[src/rtl/bcd_score_counter.sv]
// bcd_score_counter
//
// Packed-BCD game score counter. Frame ticks (optionally divided by a
// prescaler) and bonus events are summed into a DIGITS-wide BCD score while
// a game is running. Overflow past all-nines either wraps or saturates, and
// raises a sticky flag that clears at the next game start. The best finished
// score is kept in hi_score across games; only rst clears it.
//
// Parameters:
//   DIGITS    number of BCD digits (>= 1)
//   TICK_DIV  game ticks per +1 score (>= 1)
//   BONUS_POS digit index at which bonus_amount is added
//   WRAP      1 = wrap modulo 10^DIGITS, 0 = saturate at all-nines
//
// Ports:
//   clk          system clock
//   rst          synchronous active-high reset
//   game_start   pulse: begin (or restart) a game
//   game_over    pulse: end the running game
//   game_tick    pulse: end of frame
//   bonus_valid  pulse: add bonus_amount at digit BONUS_POS
//   bonus_amount bonus digit, 10..15 treated as 9
//   score        packed BCD score, digit 0 in the LSBs
//   hi_score     packed BCD best finished score
//   game_active  high while a game is running
//   new_high     last finished game beat the previous high score
//   overflow     sticky: score passed all-nines during this game

module bcd_score_counter #(
    parameter int DIGITS    = 4,
    parameter int TICK_DIV  = 1,
    parameter int BONUS_POS = 1,
    parameter int WRAP      = 0
) (
    input  logic                  clk,
    input  logic                  rst,
    input  logic                  game_start,
    input  logic                  game_over,
    input  logic                  game_tick,
    input  logic                  bonus_valid,
    input  logic [3:0]            bonus_amount,
    output logic [4*DIGITS-1:0]   score,
    output logic [4*DIGITS-1:0]   hi_score,
    output logic                  game_active,
    output logic                  new_high,
    output logic                  overflow
);

    localparam int W  = 4 * DIGITS;
    localparam int PW = (TICK_DIV > 1) ? $clog2(TICK_DIV) : 1;
    localparam logic [PW-1:0] PRE_LAST = PW'(TICK_DIV - 1);
    localparam logic [W-1:0]  NINES    = {DIGITS{4'h9}};

    typedef enum logic [1:0] {
        ST_IDLE = 2'd0,
        ST_RUN  = 2'd1,
        ST_OVER = 2'd2
    } state_t;

    state_t          state_q, state_d;
    logic [W-1:0]    score_q, score_d;
    logic [W-1:0]    hi_q, hi_d;
    logic [PW-1:0]   pre_q, pre_d;
    logic            active_q, active_d;
    logic            new_high_q, new_high_d;
    logic            overflow_q, overflow_d;

    logic            start_evt;
    logic            over_evt;
    logic            count_en;
    logic            unit_inc;
    logic [3:0]      bonus_dig;
    logic [W-1:0]    sum_bcd;
    logic            carry_out;

    // Clamp an out-of-range bonus digit to 9.
    function automatic logic [3:0] sat_bonus(input logic [3:0] a);
        return (a > 4'd9) ? 4'd9 : a;
    endfunction

    // One BCD digit of the ripple adder; returns {carry, digit}.
    function automatic logic [4:0] bcd_digit_add(input logic [3:0] a,
                                                 input logic [3:0] b,
                                                 input logic       cin);
        logic [4:0] s;
        logic [4:0] t;
        s = {1'b0, a} + {1'b0, b} + {4'b0, cin};
        t = s - 5'd10;
        if (s > 5'd9) begin
            return {1'b1, t[3:0]};
        end
        return {1'b0, s[3:0]};
    endfunction

    // FSM state register plus all other registered state
    always_ff @(posedge clk) begin
        if (rst) begin
            state_q    <= ST_IDLE;
            score_q    <= '0;
            hi_q       <= '0;
            pre_q      <= '0;
            active_q   <= 1'b0;
            new_high_q <= 1'b0;
            overflow_q <= 1'b0;
        end else begin
            state_q    <= state_d;
            score_q    <= score_d;
            hi_q       <= hi_d;
            pre_q      <= pre_d;
            active_q   <= active_d;
            new_high_q <= new_high_d;
            overflow_q <= overflow_d;
        end
    end

    // Next-state logic: game_start always wins over a coincident game_over.
    always_comb begin
        state_d = state_q;
        case (state_q)
            ST_IDLE, ST_OVER: begin
                if (game_start) state_d = ST_RUN;
            end
            ST_RUN: begin
                if (game_start)     state_d = ST_RUN;
                else if (game_over) state_d = ST_OVER;
            end
            default: state_d = ST_IDLE;
        endcase
    end

    // FSM outputs: event strobes for the datapath and the active flag.
    always_comb begin
        start_evt = game_start;
        over_evt  = (state_q == ST_RUN) && game_over && !game_start;
        // Ticks and bonuses landing on a start/over cycle are dropped.
        count_en  = (state_q == ST_RUN) && !game_start && !game_over;
        active_d  = (state_d == ST_RUN);
    end

    // Prescaler: the unit increment fires on the tick that wraps it.
    always_comb begin
        unit_inc = 1'b0;
        pre_d    = pre_q;
        if (start_evt) begin
            pre_d = '0;
        end else if (count_en && game_tick) begin
            if (pre_q == PRE_LAST) begin
                pre_d    = '0;
                unit_inc = 1'b1;
            end else begin
                pre_d = pre_q + PW'(1);
            end
        end
    end

    // Ripple BCD adder. The unit increment enters as the carry into digit 0,
    // so digit 0 never sees an addend above 9 even when BONUS_POS is 0.
    always_comb begin
        logic       carry;
        logic [3:0] addend_dig;
        logic [4:0] dig_res;
        bonus_dig = (bonus_valid && count_en) ? sat_bonus(bonus_amount) : 4'd0;
        carry     = unit_inc;
        sum_bcd   = '0;
        for (int i = 0; i < DIGITS; i++) begin
            addend_dig = (i == BONUS_POS) ? bonus_dig : 4'd0;
            dig_res    = bcd_digit_add(score_q[4*i +: 4], addend_dig, carry);
            sum_bcd[4*i +: 4] = dig_res[3:0];
            carry      = dig_res[4];
        end
        carry_out = carry;
    end

    // Score, overflow and high-score update.
    always_comb begin
        score_d    = score_q;
        overflow_d = overflow_q;
        hi_d       = hi_q;
        new_high_d = new_high_q;
        if (start_evt) begin
            score_d    = '0;
            overflow_d = 1'b0;
            new_high_d = 1'b0;
        end else if (over_evt) begin
            // Packed BCD orders the same as unsigned binary; ties do nothing.
            if (score_q > hi_q) begin
                hi_d       = score_q;
                new_high_d = 1'b1;
            end
        end else if (count_en) begin
            if (carry_out) begin
                overflow_d = 1'b1;
                score_d    = (WRAP != 0) ? sum_bcd : NINES;
            end else begin
                score_d = sum_bcd;
            end
        end
    end

    assign score       = score_q;
    assign hi_score    = hi_q;
    assign game_active = active_q;
    assign new_high    = new_high_q;
    assign overflow    = overflow_q;

endmodule

[config.mk]
export PLATFORM = sky130hd
export DESIGN_NAME = bcd_score_counter
export DESIGN_NICKNAME = d
export VERILOG_FILES = /design/src/rtl/bcd_score_counter.sv
export SDC_FILE = /design/constraint.sdc
export NUM_CORES = 1
export LEC_CHECK = 0
export BUFFER_PORTS_ARGS = -buffer_cell sky130_fd_sc_hd__buf_2
export CAP_MARGIN = 20
export CORE_MARGIN = 5
export CORE_UTILIZATION = 45
export DETAILED_ROUTE_END_ITERATION = 6
export HOLD_SLACK_MARGIN = 0.05
export PLACE_DENSITY = 0.69
export SYNTH_ARGS = -nofsm -noshare
export SYNTH_HDL_FRONTEND = slang
export SYNTH_SLANG_ARGS = --single-unit
[constraint.sdc]
create_clock -name clk -period 5.66 [get_ports clk]
set_input_delay 0.566 -clock clk [delete_from_list [all_inputs] [get_ports clk]]
set_output_delay 0.566 -clock clk [all_outputs]
set_load 0.1 [all_outputs]
==> impl_metrics.ini <==
[synthesis]
postSynthAreaPerCell_um2 = 8.68
yosys_most_used_dff = dfxtp_1
synth.distinct_cells = 51
post_synth_instance_area_mm2 = 0.00240
ys_warn_count = 0
synth.mux.area_fraction = 0.0219
synth_top_family_by_area = compound AO/OA/AOI/OAI gates
synth_adder_area_share = 0.163
synth_xor_area_frac = 0.0256
synth_enable_flop_cells = 0
synth_simple_gate_area_frac = 0.181
synth_cells = 276
complex_gate_fraction_of_the_synthesized_area = 0.228
ys_async_sr_fraction = 0
synth.net_count = 316
ys_seq_area_frac = 0.309
ys_seq_elements = 37

[clocking]
clock_path_buffers = 2
clk_root_buffer_cell = clkbuf_8
clock-sinks = 37
clock_latency_ps = 290
cts-hold-fix-buffers = 0
cts_tree = done
clk_pin_slew_worst_paths_ps = 80
cts_buffers = 5
cts.htree.levels = 2

[setup_path]
worstRegToRegCells = 27
timing.critical_path.fanout_max = 8
critPathArrivalTime_ps = 5560
cp-endpoint = score[5]
reg2reg_setup_slack_ps = 310
regToRegEndpoint = score[5]
crit_path_required_time_ps = 5840
crit_start = game_over
critPathLaunchType = input port
worstSetupEndpointType = flop
rr_startpoint = state_q[1]
worstSetupPathType = input port to flop

[layout]
utilization = 0.582
drive_above_1_share = 0.315
layout.cells.most_common = buf_2
most-common-layout-cells = buf_2 (44), dfxtp_1 (35), inv_1 (25)
fin_area_mm2 = 0.00299
nets = 372
area_delta_synth_final_pct = 24.9
antenna-diode-count = 0

[power]
power_frac_seq = 0.540
combinational_power_share = 0.085
p_clk_frac = 0.375
power_leakage_uw = 0.00128
power.switching_fraction = 0.265
worst_ir_drop_vdd_uv = 93.8
power_per_cell_area_mw_per_mm2 = 164
cellInternalPower_uw = 360
power_uw = 490
p_switching_uw = 130

[routing]
viasPerCell = 5.36
dr.pass1.iters = 4
routed_wirelength_mm = 5.88
detail_route.iter0.violations = 221
detail_route.wl_per_cell_um = 14.6
detail_route.drc_violations = 0
dr_vias = 2162
drtAntennaViolNets = 0

[placement]
dpl.hpwl_mm = 4.43
port-buffer-count = 44
placed_area_mm2 = 0.00287
gpl.final_weighted_congestion = 0.838

[hold_path]
hp-class = flop to flop

[grt]
antenna_violations_before_repair = 0
grt.overflow.total = 0
first_global_vias = 2082
track_usage = 0.174
grt_first_pass_wirelength_mm = 9.94
largest_net_degree_at_the_start_of_global_routing = 17

[timing]
setup_viol = 0
tns_ps = 0
rsz0062_at_grt = no
slew-limit-headroom = 0.473
tcrit_tclk_final = 0.950
final_period_minus_worst_setup_slack_ps = 5380
hold_ws_ps = 484
max_freq_mhz = 186
worstMarginPinSlew_ps = 790
drv_slew = 0
clock_skew_ps = 7.82
timing.final.hold_violations = 0

[status]
status = finished, final reports clean

[floorplanning]
design.portCount = 45
die_area_mm2 = 0.00688
floorplan.die.width_um = 83.0
start_util = 0.466
die_y_um = 83.0
floorplan.core_area_mm2 = 0.00514
num_rows = 26

[flow_run]
max_cap_viol_count = 0
flip-flops by register name (all words and copies together) (netlist names):
register and flops:
game_active 1, overflow 1, new_high 1, state_q 2
hi_score 16, score 16
cells in the mapped netlist (all sizes together), types with 3 or more instances:
cell type   n  area [µm²]
inv        28         105
a211oi      3        22.5
nand3      11        60.1
buf         4        41.3
clkbuf      6        22.5
nand2      18        67.6
dfxtp      37         741
nor3        8        45.0
o22a        3        26.3
nor2       24        95.1
nor4        3        25.0
a22o       15         131
nor3b       4        30.0
o21ai      14        70.1
mux2i       3        30.0
a31oi       5        46.3
a21oi      19        95.1
xnor2       7        61.3
ha         28         350
cells by family after synthesis:
logic type	after synthesis
AOI/OAI and AO/OA	77
xor gates and xnor gates	7
adders and majority gates	30
buffers and inverters	39
DFF	37
muxes	5
and+or+nand+nor	81
cell type report:
cell class | instances | area, µm²
timing repair buffer | 59 | 333
sequential | 37 | 746
multi-input combinational | 200 | 1630
fill | 479 | 2150
clock buffer | 6 | 72.6
clock inverter | 2 | 10.0
tap | 70 | 87.6
inverter | 29 | 119
how the worst min path moves through the flow:
| stage | start | end | slack, ps | cells after the start |
|---|---|---|---|---|
| finish | overflow | overflow | 480 | 2 |
| global route | state_q[1] | state_q[0] | 510 | 1 |
| CTS | new_high | new_high | 490 | 2 |
| detailed placement | new_high | new_high | 470 | 2 |
| global placement | new_high | new_high | 460 | 2 |
| floorplan | state_q[0] | game_active | 510 | 1 |
metrics by stage:
stage                     instances  setup slack, ps
after global placement          392             70.4
after global routing            403             4.84
after detailed placement        392            -27.1
final                           403              282
after CTS                       400              202
after floorplan                 276            -55.2
worst max-delay path, cell delays in order:
cell      delay [ps]
buf_2            130
inv_6             40
and3_1           190
and2_4           140
ha_4             160
ha_4             260
o22a_1           200
o22ai_2          190
fa_2             250
inv_2             40
fa_1             420
xnor2_1          160
and2_4           170
o31a_1           250
inv_1             90
ha_4             150
ha_4             220
o22a_1           190
o22a_1           240
ha_4             200
ha_4             270
nand2b_4         110
a31oi_1           90
nor3_2           270
buf_4            220
nor4_1            60
mux2i_1          210
nand2_1           70
routing by layer:
| layer | global-route usage | vias to the layer above | wire [µm] |
|---|---|---|---|
| met2 | 0.274 | 47 | 2630 |
| met4 | 0.0624 | 0 | 88 |
| met3 | 0.0416 | 8 | 313 |
| met5 | 0 | - | 0 |
| li1 | - | 1106 | - |
| met1 | 0.230 | 1001 | 2850 |
timing repair:
| action | in CTS | in global routing |
|---|---|---|
| setup buffers | 0 | 3 |
| endpoints found under the setup margin | 0 | 7 |
| gates resized for setup | 0 | 5 |
| hold endpoints to repair | 0 | 0 |
power groups by stage:
| stage | Clock, µW | Combinational [µW] | Sequential [µW] |
|---|---|---|---|
| 4_1_cts | 192 | 41.7 | 265 |
| 3_3_place_gp | 0 | 41.3 | 271 |
| 2_1_floorplan | 0 | 20.5 | 280 |
| 6_report | 184 | 41.6 | 265 |
| 3_5_place_dp | 0 | 41.5 | 271 |
| 5_1_grt | 202 | 45.0 | 265 |
Note: power is estimated with default switching activity, not from simulation.
